`src/rtl/mux_src_arbiter_pkg.sv`:
```
// Shared state encodings and mux select constants for the source arbiter.
package mux_src_arbiter_pkg;

    typedef enum logic [1:0] {
        ST_IDLE = 2'd0,
        ST_SEL  = 2'd1,
        ST_OUT  = 2'd2
    } state_e;

    localparam logic SEL_A = 1'b0;
    localparam logic SEL_B = 1'b1;

endpackage

```
`src/rtl/mux_src_arbiter_arb_rr_pick.sv`:
```
// Combinational grant picker for the two mux sources.
// Define MUX_ARB_FIXED_PRIO_EN for fixed A-over-B priority; default is round-robin on `last`.
module arb_rr_pick
    import mux_src_arbiter_pkg::*;
(
    input  logic a_valid,
    input  logic b_valid,
    input  logic last,
    output logic grant_valid,
    output logic grant_sel
);

    always_comb begin
        grant_valid = a_valid | b_valid;
        grant_sel   = SEL_A;
`ifdef MUX_ARB_FIXED_PRIO_EN
        if (!a_valid && b_valid) begin
            grant_sel = SEL_B;
        end
`else
        // On a tie the source that was not served last wins.
        if (a_valid && b_valid) begin
            grant_sel = (last == SEL_A) ? SEL_B : SEL_A;
        end else if (b_valid) begin
            grant_sel = SEL_B;
        end
`endif
    end

`ifdef MUX_ARB_FIXED_PRIO_EN
    logic unused_last;
    assign unused_last = last;
`endif

endmodule

```
`src/rtl/mux_src_arbiter.sv`:
```
// Arbitrates sources A/B onto the 2:1 mux, captures the mux output and hands it
// downstream over valid/ready. Grant policy selected by MUX_ARB_FIXED_PRIO_EN (see arb_rr_pick).
module mux_src_arbiter
    import mux_src_arbiter_pkg::*;
#(
    parameter int W = 2
) (
    input  logic         clk,
    input  logic         rst,
    input  logic         a_valid,
    output logic         a_ack,
    input  logic         b_valid,
    output logic         b_ack,
    output logic         sel,
    input  logic [W-1:0] y_in,
    output logic [W-1:0] out_data,
    output logic         out_valid,
    input  logic         out_ready,
    output logic         busy
);

    state_e         state_q, state_d;
    logic           sel_q, sel_d;
    logic [W-1:0]   out_data_q, out_data_d;
    logic           out_valid_q, out_valid_d;
    logic           a_ack_q, a_ack_d;
    logic           b_ack_q, b_ack_d;
    logic           last_q, last_d;
    logic           grant_valid;
    logic           grant_sel;

    // A source whose ack is showing this cycle is not a new request yet.
    arb_rr_pick u_pick (
        .a_valid     (a_valid & ~a_ack_q),
        .b_valid     (b_valid & ~b_ack_q),
        .last        (last_q),
        .grant_valid (grant_valid),
        .grant_sel   (grant_sel)
    );

    always_comb begin
        // NOTE: every _d gets a default before the case, so no path can infer a latch.
        state_d     = state_q;
        sel_d       = sel_q;
        out_data_d  = out_data_q;
        out_valid_d = out_valid_q;
        a_ack_d     = 1'b0;
        b_ack_d     = 1'b0;
        last_d      = last_q;

        case (state_q)
            ST_IDLE: begin
                if (grant_valid) begin
                    sel_d   = grant_sel;
                    state_d = ST_SEL;
                end
            end
            ST_SEL: begin
                out_data_d  = y_in;
                out_valid_d = 1'b1;
                a_ack_d     = (sel_q == SEL_A);
                b_ack_d     = (sel_q == SEL_B);
                last_d      = sel_q;
                state_d     = ST_OUT;
            end
            ST_OUT: begin
                if (out_ready) begin
                    out_valid_d = 1'b0;
                    if (grant_valid) begin
                        sel_d   = grant_sel;
                        state_d = ST_SEL;
                    end else begin
                        state_d = ST_IDLE;
                    end
                end
            end
            default: begin
                state_d = ST_IDLE;
            end
        endcase
    end

    // NOTE: sequential state uses non-blocking assignments so every flop samples pre-edge values.
    always_ff @(posedge clk) begin
        if (rst) begin
            state_q     <= ST_IDLE;
            sel_q       <= SEL_A;
            out_data_q  <= '0;
            out_valid_q <= 1'b0;
            a_ack_q     <= 1'b0;
            b_ack_q     <= 1'b0;
            last_q      <= SEL_B;
        end else begin
            state_q     <= state_d;
            sel_q       <= sel_d;
            out_data_q  <= out_data_d;
            out_valid_q <= out_valid_d;
            a_ack_q     <= a_ack_d;
            b_ack_q     <= b_ack_d;
            last_q      <= last_d;
        end
    end

    assign sel       = sel_q;
    assign out_data  = out_data_q;
    assign out_valid = out_valid_q;
    assign a_ack     = a_ack_q;
    assign b_ack     = b_ack_q;
    assign busy      = (state_q != ST_IDLE);

endmodule

```
`config.mk`:
```
export PLATFORM = sky130hd
export DESIGN_NAME = mux_src_arbiter
export DESIGN_NICKNAME = d
export VERILOG_FILES = /design/src/rtl/mux_src_arbiter_pkg.sv /design/src/rtl/mux_src_arbiter_arb_rr_pick.sv /design/src/rtl/mux_src_arbiter.sv
export SDC_FILE = /design/constraint.sdc
export NUM_CORES = 1
export LEC_CHECK = 0
export ABC_AREA = 0
export ABC_CLOCK_PERIOD_IN_PS = 2250
export CORE_AREA = 2 2 39 41
export CTS_CLUSTER_DIAMETER = 60
export DETAILED_ROUTE_END_ITERATION = 7
export DIE_AREA = 0 0 41 43
export PLACE_DENSITY = 0.62
export SKIP_CTS_REPAIR_TIMING = 1
export SLEW_MARGIN = 20
export SYNTH_ARGS = -nofsm -noshare
export SYNTH_HDL_FRONTEND = slang
export SYNTH_SLANG_ARGS = --single-unit
```
`constraint.sdc`:
```
create_clock -name clk -period 2.25 [get_ports clk]
set_input_delay 0.45 -clock clk [delete_from_list [all_inputs] [get_ports clk]]
set_output_delay 0.45 -clock clk [all_outputs]
set_load 0.03 [all_outputs]
```
==> out/summary.log <==
qor: run_status.status finished clean
qor: grt.maximum_number_of_pins_on_one_net_before_global_route_repair 11
qor: power_and_ir_drop.p_int 0.284 mW
qor: finish.number_of_diodes_added_for_antenna_fixing 0
qor: clock_network.clkLatencyLatePin 0.26 ns
qor: synth.synth_cell_types 19
qor: grt.grt_pass1_vias 283
qor: clock_network.root_buffer sky130_fd_sc_hd__clkbuf_4
qor: routing.ant_nets 0
qor: floorplan.io_pins 14
qor: placed_design.gp_congestion 0.756
qor: finish.nets 64
qor: timing.timing.final.setup_violations 0
qor: finish.layout.cell_area.non_filler 537 um^2
qor: power_and_ir_drop.share_comb_of_total_power 21.8%
qor: placed_design.detailedPlacementHpwl 546 um
qor: grt.grt_antenna_before_repair 0
qor: timing.worst_slack 0.299 ns
qor: timing.slew_viol_final 0
qor: clock_network.cts.reportedPaths.clkPinSlew 0.06 ns
qor: synth.syn-cell-area 364 um^2
qor: worst_setup_path.path_cells or2_2, clkdlybuf4s50_1
qor: floorplan.die_h 43 um
qor: clock_network.clk_path_buf_depth 2
qor: grt.wire_length_of_the_first_global_routing_pass 1190 um
qor: routing.first_iter_violations 0
qor: worst_setup_path.maximum_fanout_count_along_the_critical_path 8
qor: timing.worst_pin_slew 0.344 ns
qor: finish.finish.utilization 38.8%
qor: timing.fin_setup_tns 0 ns
qor: power_and_ir_drop.net-switching-power 0.112 mW
qor: finish.register_area 180 um^2
qor: timing.slew_headroom 77.0%
qor: finish.areaGrowthSynthToFinish 47.4%
qor: worst_setup_path.worst_ep_arrival_time 1.50 ns
qor: synth.ys_seq_area_share 49.5%
qor: timing.fin_worst_skew 0.00449 ns
qor: grt.grt_remaining_overflow 0
qor: placed_design.place_inst 68
qor: finish.count_of_filler_cells_inserted_in_the_layout 148
qor: worst_setup_path.critPathSlowestCell sky130_fd_sc_hd__clkdlybuf4s50_1
qor: floorplan.floorplan.initialDensity 26.3%
qor: power_and_ir_drop.power_frac_clock 32.0%
qor: routing.drt_wl_total 751 um
qor: routing.routed_wire_length_per_instance 10.4 um
qor: synth.ys_seq_elements 9
qor: placed_design.detailedPlace.worstSlack 0.568 ns
qor: power_and_ir_drop.irDropWorstVdd 0.297 mV
qor: worst_setup_path.critPathCaptureType output pin
qor: routing.routed_vias_inst 4.47
qor: floorplan.total_die_area 0.00176 mm^2
qor: power_and_ir_drop.finalPower 0.396 mW
qor: synth.synth_nets 47
qor: placed_design.count_of_input_and_output_buffers 13
qor: finish.drive_above_1_share 10.7%
qor: worst_setup_path.crit_type flip-flop to output pin
qor: power_and_ir_drop.pwr_density_cell 737 mW/mm^2
qor: finish.multi_input_comb_area 173 um^2
qor: grt.track_usage 10.6%
qor: floorplan.floorplan.core_area 0.00138 mm^2
qor: worst_setup_path.required_time_reported_for_the_critical_path_endpoint 1.80 ns
qor: floorplan.die_w 41 um
qor: routing.detailedRoute.firstPassIterationCount 1
qor: placed_design.post_dp_cell_area 510 um^2
qor: worst_setup_path.critPathLaunchType flip-flop
qor: power_and_ir_drop.seqPwrFrac 46.2%
qor: routing.number_of_drc_violations_after_detailed_routing 0
qor: hold_path.hold_path.class flip-flop to flip-flop
qor: synth.syn_inst 40
qor: job.max_cap_viol_count 0
qor: timing.grt_setup_unrepaired false
qor: worst_setup_path.r2r_setup_slack 1.32 ns
qor: timing.timing.final.crit_period 1.95 ns
qor: clock_network.numCtsBuffers 3
qor: synth.ys_warnings 0
qor: worst_setup_path.worst_path_largest_cell_delay 0.59 ns
qor: timing.finalHoldWorstSlack 0.460 ns
qor: clock_network.cts_tree yes
qor: floorplan.number_of_placement_rows 14
qor: timing.hold_violations 0
qor: routing.num_vias 322
qor: synth.syn-mean-instance-area 9.10 um^2
qor: power_and_ir_drop.static-leakage-power 0.198 nW
qor: finish.stdcell_count 72
qor: power_and_ir_drop.netSwitchingFraction 28.3%
qor: timing.period_share 86.7%
qor: timing.max_freq 513 MHz
qor: clock_network.cts.htree.levels 1
qor: clock_network.sinks_on_clock_net 9
-- cells in the final DEF, fill, tap and decap left out --
cell,count
sky130_fd_sc_hd__a211oi_1,1
sky130_fd_sc_hd__a211oi_2,1
sky130_fd_sc_hd__a21oi_1,3
sky130_fd_sc_hd__a311oi_1,1
sky130_fd_sc_hd__and2b_1,1
sky130_fd_sc_hd__clkbuf_1,1
sky130_fd_sc_hd__clkbuf_4,3
sky130_fd_sc_hd__clkdlybuf4s50_1,13
sky130_fd_sc_hd__dfxtp_1,9
sky130_fd_sc_hd__inv_1,2
sky130_fd_sc_hd__nand2_1,6
sky130_fd_sc_hd__nand2b_1,5
sky130_fd_sc_hd__nand3b_1,1
sky130_fd_sc_hd__nor2_1,2
sky130_fd_sc_hd__nor2b_1,1
sky130_fd_sc_hd__nor2b_4,1
sky130_fd_sc_hd__nor3_1,1
sky130_fd_sc_hd__nor3b_1,1
sky130_fd_sc_hd__o21ai_0,1
sky130_fd_sc_hd__o2bb2ai_1,1
sky130_fd_sc_hd__or2_2,1
-- cells in the mapped netlist --
cell type / number / share of area [%]
sky130_fd_sc_hd__nand2b_1: 5 / 8.6
sky130_fd_sc_hd__nor2b_4: 1 / 3.8
sky130_fd_sc_hd__and2b_1: 1 / 2.1
sky130_fd_sc_hd__or2_2: 1 / 1.7
sky130_fd_sc_hd__o2bb2ai_1: 1 / 2.4
sky130_fd_sc_hd__a311oi_1: 1 / 2.4
sky130_fd_sc_hd__dfxtp_1: 9 / 49
sky130_fd_sc_hd__o21ai_0: 1 / 1.4
sky130_fd_sc_hd__nand3b_1: 1 / 2.1
sky130_fd_sc_hd__a211oi_1: 1 / 2.1
sky130_fd_sc_hd__nor3b_1: 1 / 2.1
sky130_fd_sc_hd__a21oi_1: 3 / 4.1
sky130_fd_sc_hd__inv_1: 2 / 2.1
sky130_fd_sc_hd__nor3_1: 1 / 1.4
sky130_fd_sc_hd__nor2_1: 2 / 2.1
sky130_fd_sc_hd__nand2_1: 6 / 6.2
sky130_fd_sc_hd__nor2b_1: 1 / 1.7
sky130_fd_sc_hd__a211oi_2: 1 / 3.4
sky130_fd_sc_hd__clkbuf_1: 1 / 1.0
-- final cells by class --
| class | instances | share of cell area [%] |
|---|---|---|
| flip-flops and latches | 9 | 33.6 |
| multi-input cells | 28 | 32.2 |
| inverters | 2 | 1.40 |
| well taps | 16 | 3.73 |
| clock buffers | 4 | 4.90 |
| repair buffers | 13 | 24.2 |
-- critical path: cells and delay by family, from the launching register on --
family	cells	cell delay (ns)
simple gates	1	0.29
buf+inv	1	0.59
flops	1	0.37
-- per-layer routing --
metal / global-route usage (%) / wire, um / vias up
li1: - / - / 166
met1: 13.4 / 358 / 146
met2: 13.1 / 330 / 8
met3: 2.09 / 48 / 2
met4: 12.0 / 14 / 0
met5: 0 / 0 / -
-- cell families (layout without fill, tap and decap cells) --
logic type	count (synthesis)	in the layout	share of synthesized area, %
flip-flops	9	9	49.5
AO/OA/AOI/OAI	8	8	15.8
AND/OR/NAND/NOR	20	20	31.6
buffers and inverters	3	19	3.09
-- state kept, by name, indices dropped and copies added (netlist names) --
name       flops
out_valid      1
out_data       2
a_ack          1
last_q         1
b_ack          1
sel            1
state_q        2
-- power by group through the flow --
| stage | Clock, mW | Sequential (mW) | Combinational, mW |
|---|---|---|---|
| after CTS | 0.133 | 0.183 | 0.0878 |
| after global routing | 0.137 | 0.185 | 0.0942 |
| after global placement | 0 | 0.186 | 0.0872 |
| after floorplan | 0 | 0.199 | 0.0375 |
| final | 0.126 | 0.183 | 0.0864 |
| after detailed placement | 0 | 0.187 | 0.0873 |
-- worst paths after layout --
path	start	to	depth (start not counted)
setup / recovery	state_q[0]	busy	2
setup reg to reg	a_ack	state_q[0]	3
hold / removal	out_data[0]	out_data[0]	2
hold reg to reg	out_data[0]	out_data[0]	2
No activity file was read; power rests on OpenSTA's default activity.
